$ cat src/rtl/mem_arbiter_pkg.sv
// Shared types and constants for the mem_arbiter slice: the arbiter FSM
// state encoding, the transaction owner encoding and the fill value that an
// aborted transaction returns to its requester.
package mem_arbiter_pkg;

    typedef enum logic [2:0] {
        IDLE   = 3'd0,
        BUSY_I = 3'd1,
        BUSY_D = 3'd2,
        DONE_I = 3'd3,
        DONE_D = 3'd4
    } arb_state_e;

    typedef enum logic {
        OWN_I = 1'b0,
        OWN_D = 1'b1
    } owner_e;

    // Replicated across DATA_W by the arbiter when a transaction is aborted.
    localparam logic MEM_ARB_ALL_ONES = 1'b1;

endpackage

$ cat src/rtl/mem_arbiter_watchdog.sv
// Saturating BUSY-cycle counter for mem_arbiter.
// clear_i zeroes the count when a transaction is granted. enable_i is high
// for every BUSY cycle that has no acknowledge. expired_o flags the BUSY
// cycle in which the count reaches TIMEOUT, so the arbiter can abort at the
// end of that cycle. With TIMEOUT = 0 there is no counter and expired_o is 0.
module mem_arbiter_watchdog #(
    parameter int unsigned TIMEOUT = 255
) (
    input  logic clk,
    input  logic rst,
    input  logic clear_i,
    input  logic enable_i,
    output logic expired_o
);

    localparam int unsigned CNT_W = (TIMEOUT == 0) ? 1 : $clog2(TIMEOUT + 1);

    generate
        if (TIMEOUT == 0) begin : g_disabled
            logic unused_wd;
            assign unused_wd = clk ^ rst ^ clear_i ^ enable_i;
            assign expired_o = 1'b0;
        end else begin : g_enabled
            localparam logic [CNT_W-1:0] CNT_MAX  = CNT_W'(TIMEOUT);
            localparam logic [CNT_W-1:0] CNT_LAST = CNT_W'(TIMEOUT - 1);

            logic [CNT_W-1:0] cnt_q;
            logic [CNT_W-1:0] cnt_d;

            // Clear on grant, otherwise count unacknowledged BUSY cycles and hold at the maximum
            always_comb begin
                cnt_d = cnt_q;
                if (clear_i) begin
                    cnt_d = '0;
                end else if (enable_i && (cnt_q != CNT_MAX)) begin
                    cnt_d = cnt_q + 1'b1;
                end
            end

            // Count register
            always_ff @(posedge clk or posedge rst) begin
                if (rst) begin
                    cnt_q <= '0;
                end else begin
                    cnt_q <= cnt_d;
                end
            end

            assign expired_o = enable_i && (cnt_q == CNT_LAST);
        end
    endgenerate

endmodule

$ cat src/rtl/mem_arbiter.sv
// Memory-port arbiter for the pipelined mMIPS core.
// Shares one req/ack memory bus between instruction fetch and data memory.
// Only one transaction is in flight at a time. The arbiter returns read data
// and produces the imem_wait/dmem_wait stalls for the hazard unit.
// A watchdog aborts transactions that are never acknowledged. An aborted
// transaction returns all ones and sets the sticky timeout_err flag.
// Build option MEM_ARBITER_RR_EN: when defined, simultaneous requests in IDLE
// alternate round-robin. When undefined, data always beats fetch and no
// last-owner register exists.
module mem_arbiter
    import mem_arbiter_pkg::*;
#(
    parameter int unsigned ADDR_W  = 32,
    parameter int unsigned DATA_W  = 32,
    parameter int unsigned TIMEOUT = 255
) (
    input  logic                  clk,
    input  logic                  rst,

    input  logic                  imem_req,
    input  logic [ADDR_W-1:0]     imem_addr,
    output logic [DATA_W-1:0]     imem_rdata,
    output logic                  imem_wait,

    input  logic                  dmem_req,
    input  logic                  dmem_we,
    input  logic [DATA_W/8-1:0]   dmem_be,
    input  logic [ADDR_W-1:0]     dmem_addr,
    input  logic [DATA_W-1:0]     dmem_wdata,
    output logic [DATA_W-1:0]     dmem_rdata,
    output logic                  dmem_wait,

    output logic                  mem_req,
    output logic                  mem_we,
    output logic [DATA_W/8-1:0]   mem_be,
    output logic [ADDR_W-1:0]     mem_addr,
    output logic [DATA_W-1:0]     mem_wdata,
    input  logic [DATA_W-1:0]     mem_rdata,
    input  logic                  mem_ack,

    output logic                  timeout_err
);

    localparam int unsigned BE_W = DATA_W / 8;
    localparam logic [DATA_W-1:0] ABORT_DATA = {DATA_W{MEM_ARB_ALL_ONES}};

    arb_state_e          state_q, state_d;
    logic                mem_we_q, mem_we_d;
    logic [BE_W-1:0]     mem_be_q, mem_be_d;
    logic [ADDR_W-1:0]   mem_addr_q, mem_addr_d;
    logic [DATA_W-1:0]   mem_wdata_q, mem_wdata_d;
    logic [DATA_W-1:0]   imem_rdata_q, imem_rdata_d;
    logic [DATA_W-1:0]   dmem_rdata_q, dmem_rdata_d;
    logic                timeout_err_q, timeout_err_d;

    logic                grant_i;
    logic                grant_d;
    logic                busy;
    logic                wd_clear;
    logic                wd_enable;
    logic                wd_expired;

    assign busy = (state_q == BUSY_I) || (state_q == BUSY_D);

`ifdef MEM_ARBITER_RR_EN
    owner_e last_owner_q;

    // Remember who received the most recent grant so a tie goes to the other requester
    always_ff @(posedge clk or posedge rst) begin
        if (rst) begin
            last_owner_q <= OWN_I;
        end else if (grant_d) begin
            last_owner_q <= OWN_D;
        end else if (grant_i) begin
            last_owner_q <= OWN_I;
        end
    end
`endif

    // Grant decision: arbitrate in IDLE; in DONE only the other requester may be granted
    always_comb begin
        grant_i = 1'b0;
        grant_d = 1'b0;
        case (state_q)
            IDLE: begin
`ifdef MEM_ARBITER_RR_EN
                if (imem_req && dmem_req) begin
                    if (last_owner_q == OWN_I) begin
                        grant_d = 1'b1;
                    end else begin
                        grant_i = 1'b1;
                    end
                end else begin
                    grant_d = dmem_req;
                    grant_i = imem_req;
                end
`else
                grant_d = dmem_req;
                grant_i = imem_req & ~dmem_req;
`endif
            end
            DONE_I:  grant_d = dmem_req;
            DONE_D:  grant_i = imem_req;
            default: begin
                grant_i = 1'b0;
                grant_d = 1'b0;
            end
        endcase
    end

    // Next state, bus register loads on grant, read data capture and abort handling
    always_comb begin
        state_d       = state_q;
        mem_we_d      = mem_we_q;
        mem_be_d      = mem_be_q;
        mem_addr_d    = mem_addr_q;
        mem_wdata_d   = mem_wdata_q;
        imem_rdata_d  = imem_rdata_q;
        dmem_rdata_d  = dmem_rdata_q;
        timeout_err_d = timeout_err_q;

        if (grant_d) begin
            state_d     = BUSY_D;
            mem_addr_d  = dmem_addr;
            mem_we_d    = dmem_we;
            mem_be_d    = dmem_be;
            mem_wdata_d = dmem_wdata;
        end else if (grant_i) begin
            state_d    = BUSY_I;
            mem_addr_d = imem_addr;
            mem_we_d   = 1'b0;
            mem_be_d   = '1;
        end else begin
            case (state_q)
                BUSY_I: begin
                    if (mem_ack) begin
                        imem_rdata_d = mem_rdata;
                        state_d      = DONE_I;
                    end else if (wd_expired) begin
                        imem_rdata_d  = ABORT_DATA;
                        timeout_err_d = 1'b1;
                        state_d       = DONE_I;
                    end
                end
                BUSY_D: begin
                    if (mem_ack) begin
                        if (!mem_we_q) begin
                            dmem_rdata_d = mem_rdata;
                        end
                        state_d = DONE_D;
                    end else if (wd_expired) begin
                        dmem_rdata_d  = ABORT_DATA;
                        timeout_err_d = 1'b1;
                        state_d       = DONE_D;
                    end
                end
                default: state_d = IDLE;
            endcase
        end
    end

    // State and datapath registers
    always_ff @(posedge clk or posedge rst) begin
        if (rst) begin
            state_q       <= IDLE;
            mem_we_q      <= 1'b0;
            mem_be_q      <= '0;
            mem_addr_q    <= '0;
            mem_wdata_q   <= '0;
            imem_rdata_q  <= '0;
            dmem_rdata_q  <= '0;
            timeout_err_q <= 1'b0;
        end else begin
            state_q       <= state_d;
            mem_we_q      <= mem_we_d;
            mem_be_q      <= mem_be_d;
            mem_addr_q    <= mem_addr_d;
            mem_wdata_q   <= mem_wdata_d;
            imem_rdata_q  <= imem_rdata_d;
            dmem_rdata_q  <= dmem_rdata_d;
            timeout_err_q <= timeout_err_d;
        end
    end

    assign wd_clear  = grant_i | grant_d;
    assign wd_enable = busy & ~mem_ack;

    mem_arbiter_watchdog #(
        .TIMEOUT (TIMEOUT)
    ) u_watchdog (
        .clk       (clk),
        .rst       (rst),
        .clear_i   (wd_clear),
        .enable_i  (wd_enable),
        .expired_o (wd_expired)
    );

    assign mem_req     = busy;
    assign mem_we      = mem_we_q;
    assign mem_be      = mem_be_q;
    assign mem_addr    = mem_addr_q;
    assign mem_wdata   = mem_wdata_q;
    assign imem_rdata  = imem_rdata_q;
    assign dmem_rdata  = dmem_rdata_q;
    assign timeout_err = timeout_err_q;

    assign imem_wait = imem_req & ~(state_q == DONE_I);
    assign dmem_wait = dmem_req & ~(state_q == DONE_D);

endmodule

$ cat config.mk
export PLATFORM = sky130hd
export DESIGN_NAME = mem_arbiter
export DESIGN_NICKNAME = d
export VERILOG_FILES = /design/src/rtl/mem_arbiter_pkg.sv /design/src/rtl/mem_arbiter_watchdog.sv /design/src/rtl/mem_arbiter.sv
export SDC_FILE = /design/constraint.sdc
export NUM_CORES = 1
export LEC_CHECK = 0
export ABC_AREA = 1
export CORE_UTILIZATION = 43
export CTS_CLUSTER_DIAMETER = 150
export DETAILED_ROUTE_END_ITERATION = 10
export PLACE_DENSITY = 0.79
export SLEW_MARGIN = 20
export SYNTH_ARGS = -nofsm -noshare
export SYNTH_HDL_FRONTEND = slang
export SYNTH_SLANG_ARGS = --single-unit
$ cat constraint.sdc
create_clock -name clk -period 5.7 [get_ports clk]
set_clock_uncertainty 0.05 [all_clocks]
set_input_delay 0.855 -clock clk [delete_from_list [all_inputs] [get_ports clk]]
set_output_delay 0.855 -clock clk [all_outputs]
set_load 0.01 [all_outputs]
==> results, run 1 <==
- The flow ran to the end, and the final reports show no timing, DRC or antenna violations.
- The met1 capacity usage during global routing is between 30 and 40%.
- STA classifies the critical path startpoint as a primary input.
- The synthesized net count is 885.
- The number of standard cells in the final layout excluding fillers is about 1,200.
- The achievable clock frequency is 0.318 GHz.
- The post-route worst hold slack is around 0.41 ns.
- The synthesis warning total is 0.
- In the layout the commonest cells are 289 x sky130_fd_sc_hd__nand2_1, 274 x sky130_fd_sc_hd__clkdlybuf4s50_1, 145 x sky130_fd_sc_hd__dfrtp_1.
- The post-synthesis cell type with the largest combined area is sky130_fd_sc_hd__dfrtp_1.
- The fraction of the core area covered by cells at the end of the flow is between 60 and 70%.
- The worst path meets setup with around 2.6 ns of slack.
- The share of final-layout standard cells stronger than drive strength 1 is 7.44%.
- The met3 global-route usage is under 10%.
- The number of placed cells counting well taps is 1,162.
- Setup repair after global routing left no endpoint under its margin.
- After clock tree synthesis, the repair step resized 0 gates.
- The min-delay analysis places its worst path in the category reg -> reg.
- Across the run, the number of max-cap violations was 0.
- The library cell used most frequently in the layout, excluding fill and tap cells, is sky130_fd_sc_hd__nand2_1.
- For this run the aggregate overflow at the end of global routing stands at 0.
- The routed length per placed instance is ~16 um.
- After synthesis, the share of flip-flops with an asynchronous set or reset is 100%.
- The final layout contains roughly 1,100 nets.
- The number of setup buffers added after CTS is 0.
- Entering global routing, the biggest net connects 108 pins.
- The first-pass iteration count of the detailed router is 5.
- For this configuration, the core starts out at a cell density of between 40% and 50%.
- By startpoint and endpoint, the worst setup path is classified as in -> reg.
- STA puts the critical path data arrival time at around 3.4 ns.
- The maximum root-to-sink buffer count is 2.
- In this run, post-CTS hold repair placed 0 buffers.
- The share of the cycle needed by the critical path after routing is 55.1%.
- At the end of routability-driven placement, the weighted congestion stood at 0.817.
- The first global-routing pass estimated approximately 29,000 um of wire.
- Counting flops with a built-in enable in the synthesized netlist gives 0.
- The clock-pin slew reported for the worst setup and hold paths after clock tree synthesis is 0.05 ns.
- The floorplan step set the die width to approximately 120 um.
- During I/O placement, the number of pins put on the boundary was between 200 and 300.
- The dominant synthesized flop cell is sky130_fd_sc_hd__dfrtp_1.
- The filler cell count is around 1,200.
- Counting I/O delays and the setup requirement, the final critical path takes between 3 and 4 ns.
- The register bit count reported by yosys is 145.
- The post-route DRC violation count is 0.
- The setup violation total in the final timing report is 0.
- From bottom edge to top edge, the die measures 124 um.
- The root buffer cell chosen for the clock tree is sky130_fd_sc_hd__clkbuf_16.
- In this run the biggest area consumer among cell types represents between 50% and 60% of the synthesized area.
- The completed layout was analyzed and its total power is approximately 5.4 mW.
- The core area is roughly 15,000 um2.
- Row generation in the floorplan step produced 44 rows.
- Summing all placed instances gives a cell area of 9160 um2.
- For this block, the routed nets add up to around 19,000 um of wire.
- For the final routed database, the setup TNS stands at 0 ns.
- After legalization and detailed placement, the total HPWL measured approximately 13,000 um.
- Yosys attributes the largest share of cell area to sky130_fd_sc_hd__dfrtp_1 57%, sky130_fd_sc_hd__nand2_1 17%, sky130_fd_sc_hd__nand3_1 3.7%.
- Averaged over all synthesized cells, the footprint is ~8.6 um2.
- The multi-input gate area in the final layout is approximately 2400 um2.
- The max-slew violation count is 0.
- The biggest fanout along the worst timing path is 70.
- For this design, the sink count on the clock tree is 145.
- The H-tree was split into 4 levels.
- The cell area that synthesis handed to floorplanning was approximately 6400 um2.
- The worst-case IR drop observed on VDD is between 200 and 300 uV.
- The die area is approximately 15,000 um2.
- The sequential cells in the finished layout cover a total of approximately 3600 um2.
- For the worst setup path, the data required time is about 6.0 ns.
- The remaining max-slew budget at the tightest pin is about a quarter.
- The insertion delay of the later-clocked pin in the worst-skew pair is approximately 0.42 ns.
- The detail route stage leaves a number of antenna-violating nets equal to 0.
- The total routing usage reported by global routing is 25.6%.
- The pre-CTS setup slack is slightly above 2 ns.
- For this run, global-route usage on met2 was measured as between 40% and 50%.
- The number of DRC violations after detailed-routing iteration 0 is between 400 and 500.
- The number of antenna cells inserted is 0.
- Yosys mapped the design onto 29 distinct sky130hd cell types.
- The actual transition at the worst max-transition pin is around 1.1 ns.
- The worst setup path is captured at a register.
- The CTS tree is done.
- The area growth from synthesis to layout is 51.6%.
- met2 is the most crowded layer.
- The cell count after synthesis came out at ~750.
- The sequential cell area fraction in the yosys report is 56.8%.
- The initial antenna violation count is 0.
- The via count of the first global-routing pass is roughly 5,600.
- The final instance area is 9680 um2.
- The total CTS buffers is 17.
- The hold violation count in the final report is 0.
- After detailed routing, the number of vias per cell comes to 5.08.
- The reported leakage power is about 4.5 nW.
- The number of buffer cells added on primary ports is around 270.
- The number of vias in the routed layout is between 6,000 and 7,000.
- For this design the ratio of total power to cell area is roughly 560 nW/um2.
## critical path: stages
cell and delay (ns):
sky130_fd_sc_hd__clkdlybuf4s50_1 0.42, sky130_fd_sc_hd__inv_1 0.07, sky130_fd_sc_hd__nor2_1 0.05, sky130_fd_sc_hd__nand3_2 0.05
sky130_fd_sc_hd__buf_4 0.54, sky130_fd_sc_hd__nand2_1 0.10, sky130_fd_sc_hd__buf_4 0.28, sky130_fd_sc_hd__inv_2 0.56
sky130_fd_sc_hd__nand2_1 0.24, sky130_fd_sc_hd__o21ai_0 0.22
## cells in the mapped netlist (3+ instances only)
master / n
sky130_fd_sc_hd__nand3_1: 47
sky130_fd_sc_hd__or2_2: 32
sky130_fd_sc_hd__dfrtp_1: 145
sky130_fd_sc_hd__o21ai_1: 32
sky130_fd_sc_hd__clkbuf_1: 20
sky130_fd_sc_hd__nand2_1: 289
sky130_fd_sc_hd__buf_6: 6
sky130_fd_sc_hd__nand3_2: 3
sky130_fd_sc_hd__o22a_1: 4
sky130_fd_sc_hd__o21ai_0: 38
sky130_fd_sc_hd__inv_1: 14
sky130_fd_sc_hd__buf_2: 18
sky130_fd_sc_hd__nor2_1: 42
sky130_fd_sc_hd__nand4_1: 33
## per-layer routing
metal | vias to the layer above | wire (um) | part of all wire [%]
met3 | 35 | 1830 | 9.6
met4 | 0 | 451 | 2.4
met2 | 262 | 9330 | 49
li1 | 2918 | - | -
met1 | 2845 | 7390 | 39
met5 | - | 0 | 0
## registers in the layout, indices dropped and copies added, names as in the netlist
signal and cells:
mem_be 4, timeout_err 1, mem_wdata 32, u_watchdog.g_enabled.cnt_q 8, mem_we 1, mem_addr 32
imem_rdata 32, state_q 3, dmem_rdata 32
## logic make-up after synthesis
group / after synthesis / synth area share, %
fa+ha+maj: 2 / 0.392
flops: 145 / 56.8
simple gates: 451 / 30.7
buf+inv: 65 / 4.94
xor+xnor: 4 / 0.549
compound gates: 78 / 6.60
## power breakdown
part	switching [mW]	internal (mW)	leakage, nW
Sequential	0.283	1.53	1.76
Clock	0.408	0.602	0.256
Combinational	1.35	1.25	2.50
Total	2.04	3.39	4.52
## layout make-up
cell class,instances,share of cell area (%)
Tap cell,184,2.38
Sequential cell,145,37.5
Inverter,18,0.750
Multi-Input combinational cell,535,25.2
Clock buffer,23,4.73
Timing Repair Buffer,280,28.8
Clock inverter,7,0.646
## path summary, 6_finish.rpt
path | start | slack [ns] | endpoint | cells past startpoint
max | dmem_req | 2.56 | u_watchdog.g_enabled.cnt_q[0]$_DFFE_PP0P_ | 10
min | timeout_err$_DFFE_PP0P_ | 0.41 | timeout_err$_DFFE_PP0P_ | 2
max reg2reg | u_watchdog.g_enabled.cnt_q[0]$_DFFE_PP0P_ | 2.87 | dmem_rdata[26]$_DFFE_PP0P_ | 9
min reg2reg | timeout_err$_DFFE_PP0P_ | 0.41 | timeout_err$_DFFE_PP0P_ | 2
max in group asynchronous | rst | 3.51 | mem_addr[17]$_DFFE_PP0N_ | 3
min in group asynchronous | rst | 1.00 | mem_wdata[27]$_DFFE_PP0N_ | 2
(Power assumes the default switching activity.)
==> run 2: changes to the inputs <==
==> constraint.sdc (replaced) <==
create_clock -name clk -period 2.9 [get_ports clk]
set_clock_uncertainty 0.05 [all_clocks]
set_input_delay 0.435 -clock clk [delete_from_list [all_inputs] [get_ports clk]]
set_output_delay 0.435 -clock clk [all_outputs]
set_load 0.01 [all_outputs]
==> run 2 against run 1 <==
  * Wire length increased by 1.9%
  * Count of clock-buffer cells in the layout shrank 4
  * Critical path depth fell by 6
  * Worst hold slack improved by 0.011 ns
  * First-iteration DRC count is 18% lower
  * Clock power grew 140%
  * Non-clock buffer count is 5 higher
  * Sequential power grew 96%
  * Final cell count up 0.67%
  * Utilization increased by 1.4 points
  * Global-route usage decreased by 0.086 points
  * Via count decreased by 0.12%
  * Critical endpoint is now mem_req
  * Highest routed layer unchanged
==> results, run 2 (synthesis gave the netlist of run 1 again) <==
- The switching power as a share of total power came to 36.6% (-1.0 points).
- The max-slew violation count is 0 (unchanged).
- The share of final-layout standard cells stronger than drive strength 1 is 8.57% (+1.1 points).
- The post-route DRC violation count is 0 (unchanged).
- The maximum root-to-sink buffer count is 2 (unchanged).
- The worst setup slack for register-to-register paths came to 0.76 ns (-2.11 ns).
- The net switching power figure is 4.10 mW (+100%).
- The first-pass GRT wire length was 29,400 um (+0.85%).
- The total routing usage reported by global routing is 25.5% (-0.086 points).
- The number of H-tree levels is 4 (unchanged).
- The reported leakage power is 4.61 nW (+2.0%).
- The area growth from synthesis to layout is 54.8%.
- The total CTS buffers is 17 (unchanged).
- The leftover overflow at the end of global routing is 0 (unchanged).
- The remaining max-slew budget at the tightest pin was 43.4% (+18 points).
- The cell depth of the worst min-delay path is 2 (unchanged).
- The I/O pin count is 275 (unchanged).
- The peak ir drop on the vdd network was 514 uV (+82%).
- The total detailed-routing wirelength is 19,400 um (+1.9%).
- The antenna violation net count after detailed routing came to 0 (unchanged).
- The startpoint type of the worst setup path is a register.
- The post-cts repair resize count is 0 (unchanged).
- The number of setup buffers added after CTS is 0 (unchanged).
- The endpoint type of the worst setup path is an output pin.
- The die area was 15,300 um2 (unchanged).
- Subtracting the final worst setup slack from the clock period gives ~2.3 ns.
- The post-route setup TNS is 0 ns (unchanged).
- The achievable clock frequency is ~0.43 GHz.
- The clock-pin slew reported for the worst setup and hold paths after clock tree synthesis is 0.06 ns (about the same).
- The setup violation total in the final timing report is 0 (unchanged).
- The run finished with clean final reports.
- TritonCTS built the clock tree.
- The detailed-route vias per instance is 5.04 (-0.78%).
- The number of max-capacitance violations reported came to 0 (unchanged).
- The sink count of the clock tree is 145 (unchanged).
- The routed length per placed instance is 16.1 um (+1.2%).
- The power density over the cells is 1130 nW/um2 (+100%).
- The most common library cell in the layout ignoring fill and taps is sky130_fd_sc_hd__nand2_1.
- The count of hold-fix buffers inserted at cts is 0 (unchanged).
- The overall die height was 124 um (unchanged).
- The worst setup margin is 0.564 ns (-1.99 ns).
- The total number of nets in the final design came to 1,142 (+0.44%).
- The initial antenna violation count was 1 (+1).
- The classification of the worst-slack hold path is reg -> reg.
- The first-pass iteration count of the detailed router was 5 (unchanged).
- The buffer type at the clock tree root is sky130_fd_sc_hd__clkbuf_16.
- The number of vias in the routed layout is 6,053 (-0.12%).
- The HPWL after detailed placement is 13,300 um (+1.6%).
- The maximum number of pins on one net before global-route repair is 146 (+35%).
- The actual transition at the worst max-transition pin was 0.849 ns (-0.266 ns).
- The initial cell density of the core was 43.9% (unchanged).
- The placer's final routability congestion estimate is 0.848 (+3.8%).
- The data required time at the worst endpoint was 2.41 ns (-3.57 ns).
- The biggest fanout along the worst timing path was 5 (-93%).
- The worst-case reg-to-reg path depth is 9 (unchanged).
- The internal power of the cells was 7.09 mW (+110%).
- The standard-cell row count was 44 (unchanged).
- Setup repair after global routing left no endpoint under its margin.
- The data arrival time at the worst-slack endpoint came to 1.85 ns (-1.57 ns).
- The pre-CTS setup slack came to 0.565 ns (-1.51 ns).
- The number of buffer cells added on primary ports was 274 (unchanged).
- The hold violation count in the final report is 0 (unchanged).
- In the layout the commonest cells are 289 x sky130_fd_sc_hd__nand2_1, 274 x sky130_fd_sc_hd__clkdlybuf4s50_1, 145 x sky130_fd_sc_hd__dfrtp_1.
- The via count of the first global-routing pass is 5,740 (+1.8%).
- In the finished design, the share of the clock period the worst path needs comes to about four fifths.
- The core area is 14,500 um2 (unchanged).
- The die width is 124 um (unchanged).
- The proportion of power drawn by combinational gates is 46.3% (-1.7 points).
- The part of the power in registers came to 31.9% (-1.5 points).
- The worst setup path is of the reg -> out kind.
- The number of DRC violations after detailed-routing iteration 0 is 389 (-18%).
- The insertion delay of the later-clocked pin in the worst-skew pair is 0.41 ns (about the same).
- The clock power share was 21.7% (+3.1 points).
-- run 2: metrics by stage --
step / utilization (%) / hold slack [ns] / power, mW / instance area, um2 / instances
2_1_floorplan: - / 0.451 / 6.05 / 6390 / 745
3_3_place_gp: 63.5 / 0.403 / 8.68 / 9220 / 1167
3_5_place_dp: 63.5 / 0.408 / 8.79 / 9220 / 1167
4_1_cts: 68.0 / 0.423 / 11.3 / 9880 / 1199
5_1_grt: 68.0 / 0.442 / 11.9 / 9880 / 1200
6_report: 68.0 / 0.419 / 11.2 / 9880 / 1200
-- run 2: worst max-delay path, cell delays in order (launching register included) --
cell and delay [ns]:
sky130_fd_sc_hd__dfrtp_1 0.38, sky130_fd_sc_hd__inv_1 0.13, sky130_fd_sc_hd__nand3_1 0.16, sky130_fd_sc_hd__nand2_1 0.17
sky130_fd_sc_hd__clkdlybuf4s50_1 0.60
-- run 2: final timing paths --
path,from,to
max,state_q[2]$_DFFE_PP0P_,mem_req
min,dmem_rdata[7]$_DFFE_PP0P_,dmem_rdata[7]$_DFFE_PP0P_
max reg2reg,u_watchdog.g_enabled.cnt_q[0]$_DFFE_PP0P_,imem_rdata[16]$_DFFE_PP0P_
min reg2reg,dmem_rdata[7]$_DFFE_PP0P_,dmem_rdata[7]$_DFFE_PP0P_
max in group asynchronous,rst,mem_addr[25]$_DFFE_PP0N_
min in group asynchronous,rst,mem_wdata[22]$_DFFE_PP0N_
-- run 2: power by group through the flow --
stage | registers [mW] | logic, mW | clock network, mW
2_1_floorplan | 3.97 | 2.09 | 0
3_3_place_gp | 3.55 | 5.13 | 0
3_5_place_dp | 3.58 | 5.21 | 0
4_1_cts | 3.58 | 5.23 | 2.46
5_1_grt | 3.69 | 5.70 | 2.56
6_report | 3.57 | 5.19 | 2.43
-- run 2: layout make-up --
class | count | area, um2
clock buffer | 19 | 453
inverter | 18 | 71.3
tap | 184 | 230
multi-input combinational | 535 | 2440
antenna | 1 | 2.50
fill | 1197 | 4650
sequential | 145 | 3630
clock inverter | 13 | 206
timing repair buffer | 285 | 2850
-- run 2: per-layer routing --
layer,wire length [um],part of all wire (%),track usage (%)
met1,7690,40,30.7
met2,9460,49,41.1
met3,1510,7.8,7.83
met4,703,3.6,13.1
met5,0,0,0
==> edit (flow settings as in run 1) <==
`mem_be_q`, `mem_addr_q`, `mem_wdata_q`, `imem_rdata_q` and `dmem_rdata_q` no longer have a reset.
--- a/src/rtl/mem_arbiter.sv
+++ b/src/rtl/mem_arbiter.sv
@@ -164,22 +164,20 @@
         if (rst) begin
             state_q       <= IDLE;
             mem_we_q      <= 1'b0;
-            mem_be_q      <= '0;
-            mem_addr_q    <= '0;
-            mem_wdata_q   <= '0;
-            imem_rdata_q  <= '0;
-            dmem_rdata_q  <= '0;
             timeout_err_q <= 1'b0;
         end else begin
             state_q       <= state_d;
             mem_we_q      <= mem_we_d;
-            mem_be_q      <= mem_be_d;
-            mem_addr_q    <= mem_addr_d;
-            mem_wdata_q   <= mem_wdata_d;
-            imem_rdata_q  <= imem_rdata_d;
-            dmem_rdata_q  <= dmem_rdata_d;
             timeout_err_q <= timeout_err_d;
         end
+    end
+
+    always_ff @(posedge clk) begin
+        mem_be_q     <= mem_be_d;
+        mem_addr_q   <= mem_addr_d;
+        mem_wdata_q  <= mem_wdata_d;
+        imem_rdata_q <= imem_rdata_d;
+        dmem_rdata_q <= dmem_rdata_d;
     end
 
     assign wd_clear  = grant_i | grant_d;
Formal check against the unedited RTL: not equivalent (Yosys sat finds a counterexample within 4 cycles, from zero or initial values and one cycle with rst high).
==> edit against run 1 <==
Non-clock buffer count shrank 4. Routed wire length shrank 18%. Worst setup slack got worse by 0.18 ns. Core utilization is 6.7 points higher. Synthesized area decreased by 14%. Final area down 7.6%. Sequential cell count stayed put. Critical path type unchanged.
Power is not compared: it rests on default switching activity, and its combinational part moved more than twofold at a synthesized area within 25%.
==> edit: results (changes against run 1) <==
# setup viols final -> 0 (unchanged)
NumNets Final -> 818 (-28%)
clk_lat worst skew -> 0.42 ns (about the same)
Net Count, Synth -> 534 (-40%)
GRT Total Usage -> 24.1% (-1.4 points)
number of setup buffers added after CTS -> 0 (unchanged)
Detailed Route Iter0 Violations -> 277 (-42%)
post-synth cell types -> 25 (-14%)
Final GP Congestion -> 0.838 (+2.5%)
hpwl dp -> 11500 um (-12%)
largest net degree at the start of global routing -> 66 (-39%)
vias per cell -> 4.75 (-6.5%)
Root Buffer -> clkbuf_16
Synth area leaders -> edfxtp_1, nand2_1, dfrtp_1
Hold WC Path Type -> flip-flop to flip-flop
dpl ws -> 1.80 ns (-0.272 ns)
Switching Fraction -> 30.5%
ant diodes -> 0 (unchanged)
CP max FO -> 36 (-49%)
number of global-route vias before repair -> 4201 (-25%)
initial antenna violation count -> 0 (unchanged)
iteration count of the initial detailed-routing pass -> 4 (-1)
asr flop ratio synth -> 8.97% (-91 points)
sequential power -> 1620 uW
Yosys warning total -> 0 (unchanged)
Worst EP arrival -> 3.36 ns (-0.06 ns)
Tightest Pin Transition -> 0.986 ns (-0.129 ns)
DP Cell Count -> 827 (-29%)
DR WL/cell -> 18.2 um (+14%)
status -> complete, no violations
share of cells above drive strength 1 -> 11.4% (+4.0 points)
Avg Cell Area, Syn -> 13.9 um^2 (+63%)
final slew viol count -> 0 (unchanged)
Leak -> 0.00339 uW
sequential fraction of the synthesis area -> 78.1% (+21 points)
Comb power -> 1220 uW
Post-synth EDFFs -> 132 (+132)
Cell Area, Placed -> 8360 um^2 (-8.7%)
first-pass GRT wire length -> 23100 um (-21%)
# port buffers -> 274 (unchanged)
Commonest cells post-synth -> edfxtp_1, nand2_1, or2_2, nor2_1, inv_1
total wire length -> 15600 um (-18%)
H-tree depth -> 4 (unchanged)
## edit: changes by cell type in the layout (fill, tap and decap cells not counted), moves of 5 or more
| cell | before | now |
|---|---|---|
| o21ai_0 | 38 | 4 |
| dfrtp_1 | 145 | 13 |
| o21ai_1 | 32 | 2 |
| nand3_1 | 47 | 14 |
| edfxtp_1 | 0 | 132 |
| nand4_1 | 33 | 0 |
| nor2_1 | 42 | 14 |
| nand2_1 | 289 | 130 |
| clkbuf_1 | 5 | 0 |
## edit: per-layer routing
layer | share of wire (%) | global-route usage, %
met5 | 0 | 0
met4 | 2.5 | 10.2
met3 | 7.9 | 7.59
met2 | 54 | 45.2
met1 | 35 | 24.6
## edit: kinds of logic after synthesis
logic type      count (synthesis)  share of synthesized area, %
xor+xnor                        2                         0.319
compound gates                  9                         0.934
simple gates                  207                          17.1
flops                         145                          78.1
fa+ha+maj                       2                         0.456
buf+inv                        29                          3.12
## edit: worst paths after layout
check                            startpoint                       endpoint  slack, ns  cells after the start
worst max register to register   state_q[1]                    mem_addr[0]       2.79                      6
worst min register to register  timeout_err                    timeout_err       0.45                      1
worst min-delay path            timeout_err                    timeout_err       0.45                      1
worst max-delay path                mem_ack                 dmem_rdata[11]       2.38                      7
min in group asynchronous               rst  u_watchdog.g_enabled.cnt_q[1]       0.74                      2
max in group asynchronous               rst  u_watchdog.g_enabled.cnt_q[5]       4.51                      2
## edit: cell type report
type,count,area (um^2)
Tap cell,168,210
Clock inverter,15,159
Multi-Input combinational cell,220,1040
Timing Repair Buffer,276,2760
Clock buffer,17,425
Sequential cell,145,4290
Fill cell,831,3260
Inverter,18,71.3
## edit: worst max-delay path, stage by stage
cell,delay (ns)
clkdlybuf4s50_1,0.41
inv_1,0.71
nand2_1,0.11
nor2_1,0.22
nor2_1,0.08
nor2_2,0.52
buf_4,0.43
